## src/rtl/fb_scan_reader.sv

```systemverilog
// Framebuffer scan-out reader: loads one bitmap line per blanking
// interval into a line buffer and replays it SCALE x SCALE.
module fb_scan_reader #(
  parameter int FB_WIDTH  = 320,
  parameter int FB_HEIGHT = 180,
  parameter int CIDXW     = 4,
  parameter int SCALE     = 4,
  parameter int ADDRW     = $clog2(FB_WIDTH*FB_HEIGHT)
) (
  input  logic             clk,
  input  logic             rst,
  input  logic             frame,
  input  logic             line,
  input  logic             de,
  output logic             fb_re,
  output logic [ADDRW-1:0] fb_addr,
  input  logic [CIDXW-1:0] fb_data,
  output logic [CIDXW-1:0] cidx,
  output logic             paint,
  output logic             underrun
);

  localparam int SW = (SCALE > 1) ? $clog2(SCALE) : 1;
  localparam int YW = $clog2(FB_HEIGHT + 1);
  localparam int PW = $clog2(FB_WIDTH + 1);
  localparam int XW = (FB_WIDTH > 1) ? $clog2(FB_WIDTH) : 1;

  localparam logic [SW-1:0]    SUB_LAST = SW'(SCALE - 1);
  localparam logic [YW-1:0]    Y_END    = YW'(FB_HEIGHT);
  localparam logic [PW-1:0]    X_END    = PW'(FB_WIDTH);
  localparam logic [PW-1:0]    X_LAST   = PW'(FB_WIDTH - 1);
  localparam logic [ADDRW-1:0] STRIDE   = ADDRW'(FB_WIDTH);

  typedef enum logic [1:0] {IDLE, WAIT, LOAD, ACTIVE} state_t;

  state_t           state;
  logic [SW-1:0]    ln_sub;
  logic [SW-1:0]    px_sub;
  logic [YW-1:0]    fb_y;
  logic [ADDRW-1:0] base;
  logic [PW-1:0]    ld_cnt;
  logic [PW-1:0]    px;
  logic             rd_v;
  logic [XW-1:0]    wr_idx;
  logic             de_q;
  logic             bad_line;
  logic [CIDXW-1:0] lbuf [FB_WIDTH];

  logic             rise;
  logic             fall;
  logic [PW-1:0]    px_e;
  logic [SW-1:0]    sub_e;
  logic             show;
  logic [CIDXW-1:0] pix;

  always_comb begin
    rise  = de & ~de_q;
    fall  = ~de & de_q;
    px_e  = rise ? '0 : px;
    sub_e = rise ? '0 : px_sub;
    pix   = lbuf[px_e[XW-1:0]];
    // a stale underrun flag must not blank the first pixel of the next line
    show  = (state == ACTIVE) && !(bad_line && !rise) &&
            (px_e < X_END) && (fb_y < Y_END);
  end

  always_ff @(posedge clk) begin
    if (rd_v) lbuf[wr_idx] <= fb_data;
  end

  always_ff @(posedge clk) begin
    if (rst) begin
      state    <= IDLE;
      ln_sub   <= '0;
      px_sub   <= '0;
      fb_y     <= '0;
      base     <= '0;
      ld_cnt   <= '0;
      px       <= '0;
      rd_v     <= 1'b0;
      wr_idx   <= '0;
      de_q     <= 1'b0;
      bad_line <= 1'b0;
      fb_re    <= 1'b0;
      fb_addr  <= '0;
      cidx     <= '0;
      paint    <= 1'b0;
      underrun <= 1'b0;
    end else begin
      de_q   <= de;
      paint  <= de;
      rd_v   <= fb_re;
      wr_idx <= ld_cnt[XW-1:0];
      cidx   <= show ? pix : '0;

      if (de) begin
        if (sub_e == SUB_LAST) begin
          px_sub <= '0;
          px     <= (px_e == X_END) ? px_e : px_e + 1'b1;
        end else begin
          px_sub <= sub_e + 1'b1;
          px     <= px_e;
        end
      end

      if (rise) bad_line <= (state == LOAD);
      if (rise && state == LOAD) underrun <= 1'b1;

      if (frame) begin
        ln_sub <= '0;
        fb_y   <= '0;
        base   <= '0;
        fb_re  <= 1'b0;
        state  <= WAIT;
        if (line) begin
          state   <= LOAD;
          fb_re   <= 1'b1;
          fb_addr <= '0;
          ld_cnt  <= '0;
        end
      end else begin
        unique case (state)
          IDLE: ;
          WAIT, ACTIVE: begin
            if (state == ACTIVE && fall) begin
              if (ln_sub == SUB_LAST) begin
                ln_sub <= '0;
                if (fb_y != Y_END) begin
                  fb_y <= fb_y + 1'b1;
                  base <= base + STRIDE;
                end
              end else begin
                ln_sub <= ln_sub + 1'b1;
              end
            end
            if (line) begin
              if (ln_sub == '0 && fb_y < Y_END) begin
                state   <= LOAD;
                fb_re   <= 1'b1;
                fb_addr <= base;
                ld_cnt  <= '0;
              end else begin
                state <= ACTIVE;
              end
            end
          end
          LOAD: begin
            // one trailing cycle lets the last read land in the buffer
            if (fb_re) begin
              ld_cnt  <= ld_cnt + 1'b1;
              fb_addr <= fb_addr + 1'b1;
              if (ld_cnt == X_LAST) fb_re <= 1'b0;
            end else begin
              state <= ACTIVE;
            end
          end
        endcase
      end
    end
  end

endmodule

```

## config.mk

```make
export PLATFORM = sky130hd
export DESIGN_NAME = fb_scan_reader
export DESIGN_NICKNAME = d
export VERILOG_FILES = /design/src/rtl/fb_scan_reader.sv
export SDC_FILE = /design/constraint.sdc
export NUM_CORES = 2
export LEC_CHECK = 0
export CAP_MARGIN = 20
export CORE_MARGIN = 8
export CORE_UTILIZATION = 45
export CTS_BUF_LIST = sky130_fd_sc_hd__clkbuf_8 sky130_fd_sc_hd__clkbuf_16
export DETAILED_ROUTE_END_ITERATION = 10
export PLACE_DENSITY = 0.71
export SLEW_MARGIN = 20
export SYNTH_ARGS = -nofsm -noshare
export SYNTH_HDL_FRONTEND = slang
export SYNTH_SLANG_ARGS = --single-unit
export TNS_END_PERCENT = 1
```

## constraint.sdc

```tcl
create_clock -name clk -period 2.66 [get_ports clk]
set_clock_uncertainty 0.1 [all_clocks]
set_input_delay 0.399 -clock clk [delete_from_list [all_inputs] [get_ports clk]]
set_output_delay 0.399 -clock clk [all_outputs]
set_load 0.1 [all_outputs]
```

==> summary.txt <==
CP Data Arrival Time - 3.50 ns
Cell Area, Synth - 56380 sq um
gr usage total - 23.85%
initial antenna violation count - 6
TritonCTS buffer count - 135
Die Wd - 370.0 um
IO buf count - 31
worst-path fanout max - 6
compound-cell area share of the yosys netlist - 9.737%
Skew-Pair Late Insertion Delay - 0.77 ns
Post-Synth Adder-Cell Area - 0.2219%
Fin Hold WS - 0.02552 ns
setup TNS - -1.483 ns
Max Clk Rate - 335.6 MHz
post-synthesis async set-or-reset flop share - 0%
critical path launch point type - flip-flop
Slew @ Worst Pin - 0.7546 ns
syn avg cell area - 14.28 sq um
fin. max-slew vios - 0
global placement routability congestion - 0.9290
Reg2Reg Launch Point - de_q
drc violations - 0
vias - 37742
dpl cells - 5776
wire per inst - 27.52 um
FF-to-FF setup slack - -0.32 ns
R2R Path End - cidx[3]
final WL - 167800 um
internal power - 33.99 mW
Worst Setup SP - de_q
ANT nets after route - 0
DRT Pass-1 Iters - 6
yosys warns - 0
Vias/cell - 6.188
worst stage delay on the critical path - 0.53 ns
Critical path buffers and inverters - 6
M1 wire length - 61770 um
CORE AREA - 124900 sq um
RSZ-0062 raised after global routing - true
mux share of post-synthesis cell area - 7.216%
largest net degree at the start of global routing - 89
Crit-path slowest cell - a311oi_2
CTS Sinks - 1356
number of DRC markers in iteration 0 - 5272
Combinational Power Share - 2.3%
I/O pin total - 32
CP endpoint - cidx[3]
CTS tree - done
Switching Share - 20.87%
met3 WL - 19600 um
Top Family by Delay on Critical Path - compound AO/OA/AOI/OAI gates
estimated wirelength of the detail-placed design - 105100 um
crit path time final - 2.979 ns
# rows - 130
CTS clk-pin slew, worst paths - 0.06 ns
Post-Synth Simple-Gate Area - 8.337%
Pwr Density - 637.4 nW/um^2
# setup viols final - 10
syn nets - 3968
met2 wire len - 77550 um
final worst slack - -0.3193 ns
uppermost routed layer - met4
P_sw - 8.965 mW
worst reg2reg path depth - 14
Seq pwr share - 54.3%
crit path cell chain - buf_6 > nor2b_4 > buf_12 > buf_6 > nor2_4 > clkinv_4 > buf_4 > buf_12 > nor2_2 > o211a_1 > a2111oi_2 > a311oi_2 > a311o_1 > a41oi_2
htree depth - 4
data required time of the critical path - 3.18 ns
Post-Syn Instances - 3949
die height - 370.0 um
Peak VDD IR - 0.6364 mV
gr ovfl total - 0
Worst slew margin - 49.69%
vias in the first global route - 37121
Leakage - 22.02 nW
first-pass GRT wire length - 244500 um
Crit. End Element - flip-flop
Clk network pwr share - 43.4%
count of cell types in the netlist - 84
Hold Crit Class - in2reg
Nets - 4359
Starting Density - 45.14%
Post-Synth XOR/XNOR Area - 0.5592%
status - finished with violations
fin cells - 6099
root buffer cell - clkbuf_16
#FFs+latches synth - 1356
Synth Flop Type - edfxtp_1
largest family of logic cells by synthesized area - compound AO/OA/AOI/OAI gates
EDFF count, synth - 1280
maximum root-to-sink buffer count - 3
critical path class - reg2reg
CP Depth - 14
Layout area overhead - 19.53%
share of layout cells above drive strength 1 - 22.15%
Seq/Total Area, Yosys - 70.87%
reported max-cap violation count - 0
Power Total - 42.96 mW
final hold vios - 0
final period utilization - 112.0%
Die ar. - 136900 sq um
failing checks - negative setup slack
area by class of cell:
| class | instances | area (sq um) |
|---|---|---|
| Multi-Input combinational cell | 2243 | 15320 |
| Timing Repair Buffer | 552 | 5513 |
| Tap cell | 1650 | 2064 |
| Clock buffer | 138 | 3453 |
| Inverter | 52 | 212.7 |
| Clock inverter | 105 | 850.8 |
| Antenna cell | 3 | 7.507 |
| Fill cell | 9805 | 57520 |
| Sequential cell | 1356 | 39970 |
metrics by stage:
step | setup slack (ns) | util [%] | cell area (sq um)
global placement | -1.498 | 49.26 | 61540
detailed placement | -1.387 | 49.26 | 61540
floorplan | -0.1805 | - | 56470
CTS | -0.1631 | 53.73 | 67110
finish | -0.3193 | 53.95 | 67400
global route | -0.3320 | 53.95 | 67390
layer usage:
layer,GRT usage (%),up-vias
li1,-,15982
met1,31.68,18749
met2,37.64,2515
met5,0,-
met4,11.18,0
met3,5.047,496
power groups by stage:
stage	registers, mW	clock network [mW]	logic, mW
floorplan	23.8	0	0.280
global placement	23.8	0	0.890
detailed placement	23.8	0	0.910
CTS	23.3	18.8	0.971
global route	23.3	19.6	1.03
finish	23.3	18.6	0.987
repair_timing:
| item | 4_1_cts | 5_1_grt |
|---|---|---|
| buffers inserted | 55 | 11 |
| hold endpoints to repair | 28 | 0 |
| cloned | 9 | 2 |
| endpoints found under the setup margin | 21 | 18 |
| pin swaps | 42 | 22 |
| gates resized for setup | 116 | 41 |
| hold buffers | 1 | 0 |
worst register-to-register path, cell delays in order (launching register included):
cell and delay [ns]:
dfxtp_4 0.35, buf_6 0.10, nor2b_4 0.04, buf_12 0.14, buf_6 0.12, nor2_4 0.21, clkinv_4 0.12, buf_4 0.16
buf_12 0.12, nor2_2 0.17, o211a_1 0.20, a2111oi_2 0.06, a311oi_2 0.54, a311o_1 0.30, a41oi_2 0.12
cells in the final DEF, fill, tap and decap left out, drive strengths merged, types with 68 or more instances in the layout:
cell type / netlist / final
nand3: 68 / 68
edfxtp: 1280 / 1280
o21ai: 118 / 118
a21oi: 175 / 175
mux4: 72 / 72
mux2i: 177 / 177
nand2: 257 / 258
dfxtp: 76 / 76
inv: 52 / 90
nor2: 544 / 544
buf: 193 / 541
clkbuf: 107 / 140
worst min-delay path by stage:
| stage | from | end | slack [ns] | depth (start not counted) |
|---|---|---|---|---|
| floorplan | bad_line | bad_line | 0.34 | 2 |
| global placement | bad_line | bad_line | 0.35 | 2 |
| detailed placement | underrun | underrun | 0.37 | 2 |
| CTS | fb_data[0] | lbuf[3][0] | 0.03 | 1 |
| global route | fb_data[0] | lbuf[3][0] | 0.03 | 1 |
| finish | fb_data[0] | lbuf[55][0] | 0.03 | 1 |
cells by family (layout without fill, tap and decap cells):
| logic type | Yosys count | after routing |
|---|---|---|
| compound gates | 808 | 808 |
| other cells | 0 | 3 |
| fa+ha+maj | 10 | 10 |
| xor+xnor | 36 | 36 |
| flops | 1356 | 1356 |
| mux | 309 | 309 |
| buf+inv | 352 | 847 |
| simple gates | 1078 | 1080 |
registers in the layout, summed over array words and instances (netlist names), 2 cells and up:
| name | count |
|---|---|
| px_sub | 2 |
| lbuf | 1280 |
| fb_y | 8 |
| fb_addr | 16 |
| ln_sub | 2 |
| px | 9 |
| cidx | 4 |
| wr_idx | 9 |
| ld_cnt | 9 |
| state | 2 |
| base | 10 |
synthesized netlist by cell type, drive strengths merged, types with 22 or more instances:
master	instances	share of area [%]
and3	46	0.51
edfxtp	1280	68
mux2i	177	3.1
mux2	60	1.2
a31oi	66	0.73
nor3	32	0.28
nor2b	24	0.27
nand3	68	0.60
nand2b	33	0.37
clkbuf	107	0.71
o22ai	58	0.64
dfxtp	76	2.7
inv	52	0.35
o221ai	64	1.0
nor2	544	3.7
a21oi	175	1.6
nand2	257	1.7
buf	193	2.0
a211oi	66	0.88
a22oi	29	0.39
nand4	22	0.24
o21ai	118	1.0
a311oi	31	0.48
mux4	72	2.9
o211ai	50	0.68
Note: power is estimated with default switching activity, not from simulation.
